===== src/rtl/spine_ingress_scheduler_pkg.sv =====
// Shared NoC definitions for the spine ingress scheduler: FSM encoding and flit field positions.
package spine_ingress_scheduler_pkg;

  typedef enum logic {
    IDLE  = 1'b0,
    GRANT = 1'b1
  } sched_state_e;

  localparam int DEST_MSB = 15;
  localparam int DEST_LSB = 10;

  function automatic logic [DEST_MSB-DEST_LSB:0] flit_dest(input logic [15:0] flit);
    return flit[DEST_MSB:DEST_LSB];
  endfunction

endpackage


===== src/rtl/spine_ingress_scheduler_rr_pick4.sv =====
// Combinational round-robin picker: first set request at or above ptr, wrapping modulo 4.
module rr_pick4 (
  input  logic [3:0] req,
  input  logic [1:0] ptr,
  output logic [1:0] idx,
  output logic       found
);

  logic [3:0] rot;
  logic [1:0] off;

  always_comb begin
    // rot[k] is the request at position (ptr + k) mod 4
    case (ptr)
      2'd0:    rot = req;
      2'd1:    rot = {req[0],   req[3:1]};
      2'd2:    rot = {req[1:0], req[3:2]};
      default: rot = {req[2:0], req[3]};
    endcase
    if (rot[0])      off = 2'd0;
    else if (rot[1]) off = 2'd1;
    else if (rot[2]) off = 2'd2;
    else             off = 2'd3;
    idx   = ptr + off;
    found = |req;
  end

endmodule


===== src/rtl/spine_ingress_scheduler.sv =====
// Round-robin burst scheduler merging four spine flit streams into one registered output.
module spine_ingress_scheduler
  import spine_ingress_scheduler_pkg::*;
#(
  parameter int DWIDTH    = 16,
  parameter int NUM_REQ   = 4,
  parameter int MAX_BURST = 4
) (
  input  logic                      ACLK,
  input  logic                      ARESETn,
  input  logic                      arb_enable,
  input  logic [NUM_REQ*DWIDTH-1:0] req_data,
  input  logic [NUM_REQ-1:0]        req_valid,
  output logic [NUM_REQ-1:0]        req_ready,
  output logic [DWIDTH-1:0]         out_data,
  output logic                      out_valid,
  input  logic                      out_ready,
  output logic [1:0]                grant_id,
  output logic                      busy
);

  // Handshake: a flit moves on any cycle where its valid and ready are both 1;
  // valid never depends on ready, and ready is only raised for the current owner.

  localparam logic [3:0] LAST_BEAT = 4'(MAX_BURST - 1);

  sched_state_e      state_q, state_d;
  logic [1:0]        owner_q, owner_d;
  logic [1:0]        rr_ptr_q, rr_ptr_d;
  logic [3:0]        burst_cnt_q, burst_cnt_d;
  logic [DWIDTH-1:0] out_data_q, out_data_d;
  logic              out_valid_q, out_valid_d;

  logic [DWIDTH-1:0] lane [NUM_REQ];
  logic [1:0]        pick_idx;
  logic              pick_found;
  logic              slot_free;
  logic              owner_valid;
  logic              accept;
  logic              last_flit;

  for (genvar i = 0; i < NUM_REQ; i++) begin : g_lane
    assign lane[i] = req_data[i*DWIDTH +: DWIDTH];
  end

  rr_pick4 u_pick (
    .req   (req_valid),
    .ptr   (rr_ptr_q),
    .idx   (pick_idx),
    .found (pick_found)
  );

  always_comb begin
    slot_free   = !out_valid_q || out_ready;
    owner_valid = req_valid[owner_q];
    accept      = (state_q == GRANT) && slot_free && owner_valid;
    last_flit   = (burst_cnt_q == LAST_BEAT);

    req_ready = '0;
    if (state_q == GRANT && slot_free) req_ready[owner_q] = 1'b1;

    state_d     = state_q;
    owner_d     = owner_q;
    rr_ptr_d    = rr_ptr_q;
    burst_cnt_d = burst_cnt_q;
    out_data_d  = out_data_q;
    out_valid_d = out_valid_q;

    if (accept) begin
      out_data_d  = lane[owner_q];
      out_valid_d = 1'b1;
    end else if (out_ready) begin
      out_valid_d = 1'b0;
    end

    if (state_q == IDLE) begin
      if (arb_enable && pick_found) begin
        owner_d     = pick_idx;
        burst_cnt_d = 4'd0;
        state_d     = GRANT;
      end
    end else begin
      if (accept) burst_cnt_d = burst_cnt_q + 4'd1;
      // A stalled output keeps the grant even if the owner's valid drops
      if ((accept && last_flit) || (slot_free && !owner_valid) || !arb_enable) begin
        state_d  = IDLE;
        rr_ptr_d = owner_q + 2'd1;
      end
    end
  end

  always_ff @(posedge ACLK or negedge ARESETn) begin
    if (!ARESETn) begin
      state_q     <= IDLE;
      owner_q     <= 2'd0;
      rr_ptr_q    <= 2'd0;
      burst_cnt_q <= 4'd0;
      out_data_q  <= '0;
      out_valid_q <= 1'b0;
    end else begin
      state_q     <= state_d;
      owner_q     <= owner_d;
      rr_ptr_q    <= rr_ptr_d;
      burst_cnt_q <= burst_cnt_d;
      out_data_q  <= out_data_d;
      out_valid_q <= out_valid_d;
    end
  end

  assign out_data  = out_data_q;
  assign out_valid = out_valid_q;
  assign grant_id  = owner_q;
  assign busy      = (state_q == GRANT);

endmodule


===== config.mk =====
export PLATFORM = sky130hd
export DESIGN_NAME = spine_ingress_scheduler
export DESIGN_NICKNAME = d
export VERILOG_FILES = /design/src/rtl/spine_ingress_scheduler_pkg.sv /design/src/rtl/spine_ingress_scheduler_rr_pick4.sv /design/src/rtl/spine_ingress_scheduler.sv
export SDC_FILE = /design/constraint.sdc
export NUM_CORES = 1
export LEC_CHECK = 0
export CORE_AREA = 2 2 70 65
export CTS_CLUSTER_SIZE = 24
export DETAILED_ROUTE_END_ITERATION = 8
export DIE_AREA = 0 0 72 67
export DONT_BUFFER_PORTS = 1
export PLACE_DENSITY = 0.62
export SLEW_MARGIN = 10
export SYNTH_ARGS = -nofsm -noshare
export SYNTH_HDL_FRONTEND = slang
export SYNTH_SLANG_ARGS = --single-unit

===== constraint.sdc =====
create_clock -name ACLK -period 2 [get_ports ACLK]
set_input_delay 0.4 -clock ACLK [delete_from_list [all_inputs] [get_ports ACLK]]
set_output_delay 0.4 -clock ACLK [all_outputs]
set_load 0.05 [all_outputs]

==> results_dict.tcl, run 1 <==
set metrics [dict create \
    final_cells 186 \
    cp-start-kind "register" \
    final_max_slew_viol_count 0 \
    relSlewSlack 0.668 \
    grt_max_degree 27 \
    die_h_um 67 \
    syn_avg_cell_area_um2 13.3 \
    hold_path_depth 2 \
    via_per_inst 6.34 \
    clockPowerShare 0.082 \
    start_util 0.441 \
    drt_iter0_drc 60 \
    areaGrowthSynthToFinish_pct 9.12 \
    ys_ff_latch 26 \
    worstReg2RegStart "rr_ptr_q[1]$_DFFE_PN0P_" \
    tightest_slew_ns 0.498 \
    wire_per_inst_um 21.0 \
    rows 22 \
    io_pins 96 \
    dp.cells 180 \
    drive_gt1_frac 0.333 \
    intPower_mw 1.81 \
    clock_latency_ns 0.26 \
    post-route-util 0.481 \
    power.share.sequential 0.453 \
    cts_htree_levels 1 \
    gr-total-overflow 0 \
    gp_congestion 0.727 \
    portBuffers 0 \
    cts_tree "done" \
    r2r_cells 8 \
    clockBufferDepth 2 \
    min_path_type "in -> reg" \
    root_buffer "clkbuf_8" \
    grt_pass1_wl_mm 5.98 \
    rsz0062_at_grt "false" \
    chipWidth_um 72 \
    synth-compound-area-share 0.0806 \
    ant_nets 0 \
    wirelength_mm 3.91 \
    coreArea_mm2 0.00405 \
    hold-worst-slack_ns 0.278 \
    synth.top_cells.by_count "dfrtp_1, mux2_4, mux4_2, inv_1, nand3_1" \
    synthMuxAreaShare 0.358 \
    critPathMaxFanout 21 \
    via_count 1180 \
    track_usage 0.163 \
    syn-num-nets 212 \
    startpoint "grant_id[1]$_DFFE_PN0P_" \
    min_from "arb_enable" \
    fin_crit_sh 0.955 \
    finalSetupTns_ns 0 \
    clock_skew_ns 0.00669 \
    n_antenna_cell 0 \
    cp-end-kind "output port" \
    post_synth_num_cell_types 33 \
    synth_area_leaders "dfrtp_1, mux4_2, mux2_4" \
    leakagePower_nw 0.847 \
    die-area_mm2 0.00482 \
    dr.pass1.iters 5 \
    outcome "finished, final reports clean" \
    min_period_ns 1.91 \
    clock_sinks 26 \
    p_comb_frac 0.465 \
    path_class "reg -> out" \
    required_ns 1.60 \
    grt_antenna_before_repair 0 \
    yosys_most_used_dff "dfrtp_1" \
    syn_inst 134 \
    hold_viol 0 \
    synthArstFlopShare 1.00 \
    synth_top_family_by_area "multiplexers" \
    post_cts_buffers 0 \
    cp_data_arrival_time_ns 1.51 \
    synthSimpleGateAreaFrac 0.0898 \
    p_per_area_mw_per_mm2 1850 \
    synth_xor_area_frac 0.00491 \
    vdd_drop_max_v 0.000776 \
    maxCapViolations 0 \
    setup_viol 0 \
    grt_pass1_vias 1222 \
    drc 0 \
    switching_power_mw 1.78 \
    yosysTopAreaCell "dfrtp_1" \
    yosysWarnings 0 \
    nNetsFinal 217 \
    ys_seq_area_frac 0.365 \
    yosysTopAreaCellShare 0.365 \
    dp_hpwl_mm 3.02 \
    synthAdderAreaFrac 0.0421 \
    synth_edf_count 0 \
    clkTransAtPathRegs_ns 0.09 \
    yosysMostFrequentCell "dfrtp_1" \
    p_sw_frac 0.496 \
    max_freq_mhz 524 \
    cts_made_buffers 3 \
    netlist_area_mm2 0.00178 \
]
cell families (layout without fill, tap and decap cells):
| family | count (synthesis) | in the layout |
|---|---|---|
| adders and majority gates | 6 | 6 |
| DFF | 26 | 26 |
| buffers and inverters | 18 | 22 |
| AOI/OAI and AO/OA | 21 | 21 |
| xor gates and xnor gates | 1 | 1 |
| muxes | 34 | 34 |
| and+or+nand+nor | 28 | 28 |
area by class of cell:
cell class,instances,area (um2)
Inverter,7,26.3
Sequential cell,26,653
Tap cell,48,60.1
Multi-Input combinational cell,90,1030
Fill cell,370,2100
Timing Repair Buffer,11,135
Clock buffer,4,45.0
registers in the layout, indices dropped and copies added, names as in the netlist:
name         cells
out_data        16
grant_id         2
out_valid        1
rr_ptr_q         2
busy             1
burst_cnt_q      4
final timing paths:
path	end	slack, ns
worst max-delay path	req_ready[1]	0.09
worst min-delay path	busy$_DFF_PN0_	0.28
worst max register to register	grant_id[1]$_DFFE_PN0P_	0.14
worst min register to register	burst_cnt_q[3]$_DFFE_PN0P_	0.51
max in group asynchronous	grant_id[0]$_DFFE_PN0P_	1.27
min in group asynchronous	burst_cnt_q[1]$_DFFE_PN0P_	0.57
per-layer routing:
layer | up-vias | track usage | routed length [um]
li1 | 528 | - | -
met1 | 592 | 0.198 | 1540
met2 | 56 | 0.280 | 2060
met3 | 4 | 0.0439 | 261
met4 | 0 | 0.0519 | 47
met5 | - | 0 | 0
power by group through the flow:
stage          Sequential, mW  Clock, mW  Combinational, mW
2_1_floorplan            1.64          0               1.36
3_3_place_gp             1.63          0               1.59
3_5_place_dp             1.64          0               1.65
4_1_cts                  1.63      0.309               1.67
5_1_grt                  1.67      0.332               1.80
6_report                 1.63      0.293               1.67
cell usage in the layout, fill, tap and decap left out, types with 4 or more instances in the layout:
cell type and count:
dfrtp_1 24, mux4_2 12, mux2_4 12, inv_1 7, nand3_1 7, nand2_1 6, ha_1 6, buf_4 6
mux2_2 5, mux4_1 5, a21oi_1 4, o211ai_1 4, o21ai_0 4, buf_12 4
timing repair:
item,4_1_cts,5_1_grt
hold buffers,2,0
endpoints found under the hold margin,26,0
endpoints found under the setup margin,4,2
gates resized for setup,1,2
worst max-delay path, stage by stage, from the launching register on:
cell	delay, ns
dfrtp_2	0.41
buf_12	0.20
inv_1	0.08
ha_1	0.18
and3_1	0.19
buf_12	0.15
metrics by stage:
| step | instance area, um2 | worst slack [ns] | power [mW] |
|---|---|---|---|
| 3_3_place_gp | 1860 | 0.252 | 3.23 |
| 2_1_floorplan | 1790 | -0.00447 | 3.00 |
| 3_5_place_dp | 1860 | 0.184 | 3.29 |
| 5_1_grt | 1950 | 0.00886 | 3.81 |
| 6_report | 1950 | 0.0903 | 3.59 |
| 4_1_cts | 1940 | 0.00276 | 3.61 |
No activity file was read; power rests on OpenSTA's default activity.
==> run 2: changes to the inputs <==
clock period = 2.18 ns   (was 2 ns; I/O delays follow)
==> run 2 against run 1 <==
Sequential power decreased by 9.8%; non-clock buffer count is 1 lower; design area grew 0.26%; critical path depth fell by 1; critical endpoint unchanged; largest cell class unchanged; largest power group unchanged.
==> results_dict.tcl, run 2 (same netlist as run 1, synthesis figures left out) <==
set metrics [dict create \
    outcome "finished, final reports clean" \
    setup_viol 0 \
    via_count 1190 \
    dr.pass1.iters 4 \
    drive_gt1_frac 0.328 \
    fin_crit_sh 0.961 \
    p_comb_frac 0.444 \
    intPower_mw 1.74 \
    cts_made_buffers 3 \
    p_sw_frac 0.483 \
    nNetsFinal 216 \
    hold-worst-slack_ns 0.315 \
    switching_power_mw 1.63 \
    ant_nets 0 \
    drc 0 \
    root_buffer "clkbuf_8" \
    cp_data_arrival_time_ns 1.66 \
    fillerInstances 351 \
    clockPowerShare 0.118 \
    mostFrequentLayoutCell "dfrtp_1" \
    cts_tree "done" \
    maxCapViolations 0 \
    die-area_mm2 0.00482 \
    chipWidth_um 72 \
    post_cts_buffers 0 \
    gp_congestion 0.780 \
    worst_path_max_delay_cell "and3_1" \
    via_per_inst 6.43 \
    critPathMaxFanout 8 \
    wire_per_inst_um 21.5 \
    grt_antenna_before_repair 0 \
    mostFrequentLayoutCells "dfrtp_1, mux4_2, mux2_4" \
    clkTransAtPathRegs_ns 0.09 \
    crit_chain "buf_4, inv_1, ha_1, and3_1" \
    cp-start-kind "register" \
    track_usage 0.164 \
    required_ns 1.74 \
    coreArea_mm2 0.00405 \
    clock_latency_ns 0.27 \
    vdd_drop_max_v 0.00106 \
    drt_iter0_drc 39 \
    gr-total-overflow 0 \
    crit_family "simple AND/OR/NAND/NOR gates" \
    areaGrowthSynthToFinish_pct 9.40 \
    grt_pass1_wl_mm 6.06 \
    io_pins 96 \
    rows 22 \
    leakagePower_nw 0.852 \
    start_util 0.441 \
    grt_max_degree 27 \
    dp.cells 179 \
    clockBufferDepth 2 \
    min_path_type "in -> reg" \
    cp_num_buf_inv 2 \
    post-route-util 0.482 \
    power.share.sequential 0.438 \
    finalSetupTns_ns 0 \
    final_max_slew_viol_count 0 \
    portBuffers 0 \
    p_total_mw 3.36 \
    die_h_um 67 \
    path_class "reg -> out" \
    final_cells 185 \
    cp-end-kind "output port" \
    p_per_area_mw_per_mm2 1720 \
    n_antenna_cell 0 \
    cts_htree_levels 1 \
    clock_skew_ns 0.00257 \
    largest_reg_flops 16 \
    max_stage_delay_ns 0.46 \
    max_freq_mhz 477 \
    rsz0062_at_grt "false" \
    clock_sinks 26 \
    wirelength_mm 3.98 \
    tightest_slew_ns 0.504 \
    min_period_ns 2.09 \
    dp_hpwl_mm 3.15 \
    hold_viol 0 \
    relSlewSlack 0.664 \
    grt_pass1_vias 1207 \
]
[run 2: cell count changes in the layout (fill, tap and decap cells not counted)]
cell | before | now
dfrtp_1 | 24 | 25
buf_12 | 4 | 3
bufinv_16 | 0 | 1
dfrtp_2 | 2 | 1
clkbuf_1 | 1 | 0
[run 2: stage by stage]
step,worst slack (ns),area (um2)
detailed placement,0.292,1850
global route,0.00993,1950
global placement,0.354,1850
finish,0.0855,1950
CTS,0.0619,1950
floorplan,0.0561,1790
[run 2: metal layers]
layer	share of wire	up-vias	routed length, um	global-route usage
met1	0.39	602	1540	0.200
li1	-	527	-	-
met3	0.069	6	276	0.0439
met2	0.53	55	2100	0.284
met4	0.017	0	68	0.0495
met5	0	-	0	0
[run 2: worst paths after layout]
kind                                             from                    endpoint  slack (ns)  depth (start not counted)
setup / recovery              grant_id[1]$_DFFE_PN0P_                req_ready[1]        0.09                          4
setup reg to reg              grant_id[1]$_DFFE_PN0P_     out_data[0]$_DFFE_PN0P_        0.30                          3
max in group asynchronous                     ARESETn     grant_id[0]$_DFFE_PN0P_        1.41                          2
hold / removal                             arb_enable              busy$_DFF_PN0_        0.31                          2
min in group asynchronous                     ARESETn  burst_cnt_q[2]$_DFFE_PN0P_        0.61                          2
hold reg to reg            burst_cnt_q[3]$_DFFE_PN0P_  burst_cnt_q[3]$_DFFE_PN0P_        0.54                          1
[run 2: what timing repair did]
item                                    CTS  global route
endpoints found under the setup margin    0             1
hold buffers                              2             0
gates resized for setup                   0             1
endpoints found under the hold margin    26             0
[run 2: power by group through the flow]
stage / combinational, mW / sequential (mW) / clock [mW]
6_report: 1.49 / 1.47 / 0.395
5_1_grt: 1.63 / 1.50 / 0.432
4_1_cts: 1.52 / 1.48 / 0.412
3_5_place_dp: 1.50 / 1.49 / 0
3_3_place_gp: 1.45 / 1.48 / 0
2_1_floorplan: 1.25 / 1.50 / 0
[run 2: area by class of cell]
| class | instances | area [um2] | area share |
|---|---|---|---|
| Clock buffer | 3 | 41.3 | 0.0212 |
| Clock inverter | 1 | 30.0 | 0.0154 |
| Inverter | 7 | 26.3 | 0.0135 |
| Multi-Input combinational cell | 90 | 1030 | 0.526 |
| Sequential cell | 26 | 652 | 0.334 |
| Tap cell | 48 | 60.1 | 0.0308 |
| Timing Repair Buffer | 10 | 115 | 0.0590 |
[run 2: worst register-to-register path, stage by stage, from the launching register on]
cell and delay (ns):
dfrtp_1 0.45, mux4_2 0.58, nand3_4 0.35, mux2_2 0.39
==> run 3: changes to the inputs <==
CORE_AREA = 2 2 47 93   (was 2 2 70 65)
DIE_AREA = 0 0 49 95   (was 0 0 72 67)
SYNTH_HIERARCHICAL = 1   (was not set)
==> run 3 against run 2 <==
Fmax increased by 3.0%; sequential cell count unchanged; non-clock buffer count decreased by 1; via count decreased by 2.7%; sequential power about the same; critical path depth unchanged; clock skew about the same; clock power decreased by 31%; die area decreased by 3.5%; first-iteration DRC count decreased by 67%; power decreased by 6.6%; largest cell class unchanged.
==> results_dict.tcl, run 3 <==
set metrics [dict create \
    coreArea_mm2 0.00401 \
    fin_crit_sh 0.933 \
    dp_hpwl_mm 2.63 \
    post_cts_buffers 0 \
    synth_edf_count 0 \
    intPower_mw 1.56 \
    syn_inst 130 \
    yosysMostFrequentCell "dfrtp_1" \
    max_stage_delay_ns 0.47 \
    chipWidth_um 49 \
    maxCapViolations 0 \
    min_path_type "in -> reg" \
    vdd_drop_max_v 0.000819 \
    hold-worst-slack_ns 0.302 \
    tightest_slew_ns 0.515 \
    wirelength_mm 3.41 \
    rsz0062_at_grt "false" \
    critPathMaxFanout 11 \
    placed_cell_area_mm2 0.00184 \
    track_usage 0.152 \
    grt_pass1_vias 1199 \
    hold_viol 0 \
    via_count 1158 \
    post-route-util 0.478 \
    cp-end-kind "output port" \
    yosys_most_used_dff "dfrtp_1" \
    drive_gt1_frac 0.309 \
    io_pins 96 \
    portBuffers 0 \
    dp.cells 182 \
    synth.top_cells.by_count "dfrtp_1, mux4_2, mux2_1, nand2_1" \
    clkTransAtPathRegs_ns 0.08 \
    leakagePower_nw 0.803 \
    mostFrequentLayoutCell "dfrtp_1" \
    yosysTopAreaCell "dfrtp_1" \
    switching_power_mw 1.58 \
    netlist_area_mm2 0.00173 \
    clock_sinks 26 \
    crit_family "simple AND/OR/NAND/NOR gates" \
    place_ws_ns 0.299 \
    ant_nets 0 \
    p_per_area_mw_per_mm2 1640 \
    clockBufferDepth 2 \
    cts_htree_levels 1 \
    final_max_slew_viol_count 0 \
    cts_made_buffers 3 \
    largest_reg_flops 16 \
    p_sw_frac 0.504 \
    relSlewSlack 0.657 \
    gr-total-overflow 0 \
    hold_buffers 2 \
    n_antenna_cell 0 \
    drt_iter0_drc 13 \
    synthArstFlopShare 1.00 \
    drc 0 \
    cp_data_arrival_time_ns 1.60 \
    setup_viol 0 \
    areaGrowthSynthToFinish_pct 10.5 \
    dr.pass1.iters 4 \
    p_total_mw 3.14 \
    syn_avg_cell_area_um2 13.3 \
    ys_seq_area_frac 0.376 \
    via_per_inst 6.16 \
    required_ns 1.74 \
    path_class "reg -> out" \
    grt_antenna_before_repair 0 \
    min_period_ns 2.03 \
    synth_area_leaders "dfrtp_1, mux4_2, mux2_1" \
    clockPowerShare 0.087 \
    syn-num-nets 208 \
    crit_chain "buf_4, inv_1, ha_1, and3_1" \
    yosysTopAreaCellShare 0.376 \
    final_cells 188 \
    clock_latency_ns 0.26 \
    power.share.sequential 0.473 \
    cts_resized 0 \
    grt_max_degree 27 \
    die-area_mm2 0.00466 \
    max_freq_mhz 492 \
    cts_tree "done" \
    nNetsFinal 215 \
    start_util 0.432 \
    clock_skew_ns 0.00219 \
    die_h_um 95 \
    postLayoutCellArea_mm2 0.00191 \
    root_buffer "clkbuf_8" \
    finalSetupTns_ns 0 \
    wire_per_inst_um 18.1 \
    cp-start-kind "register" \
    rows 33 \
    post_synth_num_cell_types 32 \
    outcome "finished, final reports clean" \
    yosysWarnings 6 \
    mostFrequentLayoutCells "dfrtp_1, mux4_2, mux2_1" \
    worst_path_max_delay_cell "and3_1" \
    gp_congestion 0.739 \
    ys_ff_latch 26 \
    cp_num_buf_inv 2 \
    worst_slack_ns 0.146 \
    p_comb_frac 0.440 \
    grt_pass1_wl_mm 5.46 \
]
run 3: kinds of logic (layout without fill, tap and decap cells):
family,after synthesis,after routing,synth area share
flops,26,26,0.376
fa+ha+maj,6,6,0.0434
buf+inv,12,18,0.0332
xor+xnor,2,2,0.0101
mux,40,40,0.374
compound gates,9,9,0.0448
simple gates,35,35,0.118
run 3: worst reg2reg max path, stage by stage, from the launching register on:
cell	delay [ns]
dfrtp_1	0.51
or2b_1	0.15
a21oi_1	0.06
a221o_1	0.34
ha_1	0.20
xnor2_1	0.14
xnor2_1	0.13
mux2_2	0.25
run 3: power groups by stage:
stage / registers, mW / logic [mW] / clock network, mW
finish: 1.48 / 1.38 / 0.272
global route: 1.53 / 1.52 / 0.308
CTS: 1.49 / 1.41 / 0.290
detailed placement: 1.50 / 1.39 / 0
global placement: 1.50 / 1.36 / 0
floorplan: 1.53 / 1.08 / 0
run 3: final timing paths:
kind	start	end	slack, ns	cells past startpoint
worst min-delay path	arb_enable	busy$_DFF_PN0_	0.30	1
min in group asynchronous	ARESETn	grant_id[1]$_DFFE_PN0P_	0.60	2
max in group asynchronous	ARESETn	grant_id[0]$_DFFE_PN0P_	1.42	2
worst max-delay path	grant_id[0]$_DFFE_PN0P_	req_ready[0]	0.15	4
worst max register to register	rr_ptr_q[1]$_DFFE_PN0P_	grant_id[1]$_DFFE_PN0P_	0.30	7
worst min register to register	burst_cnt_q[3]$_DFFE_PN0P_	burst_cnt_q[3]$_DFFE_PN0P_	0.49	1
run 3: area by class of cell:
class / instances / area, um2
inverters: 5 / 18.8
flip-flops and latches: 26 / 653
well taps: 52 / 65.1
repair buffers: 9 / 108
clock buffers: 4 / 45.0
multi-input cells: 92 / 1020
fillers: 368 / 2090
run 3: routing by layer:
layer,global-route usage,vias up,wire length (um)
li1,-,516,-
met1,0.167,560,1210
met2,0.273,78,1780
met3,0.0506,4,376
met4,0.0500,0,34
met5,0,-,0
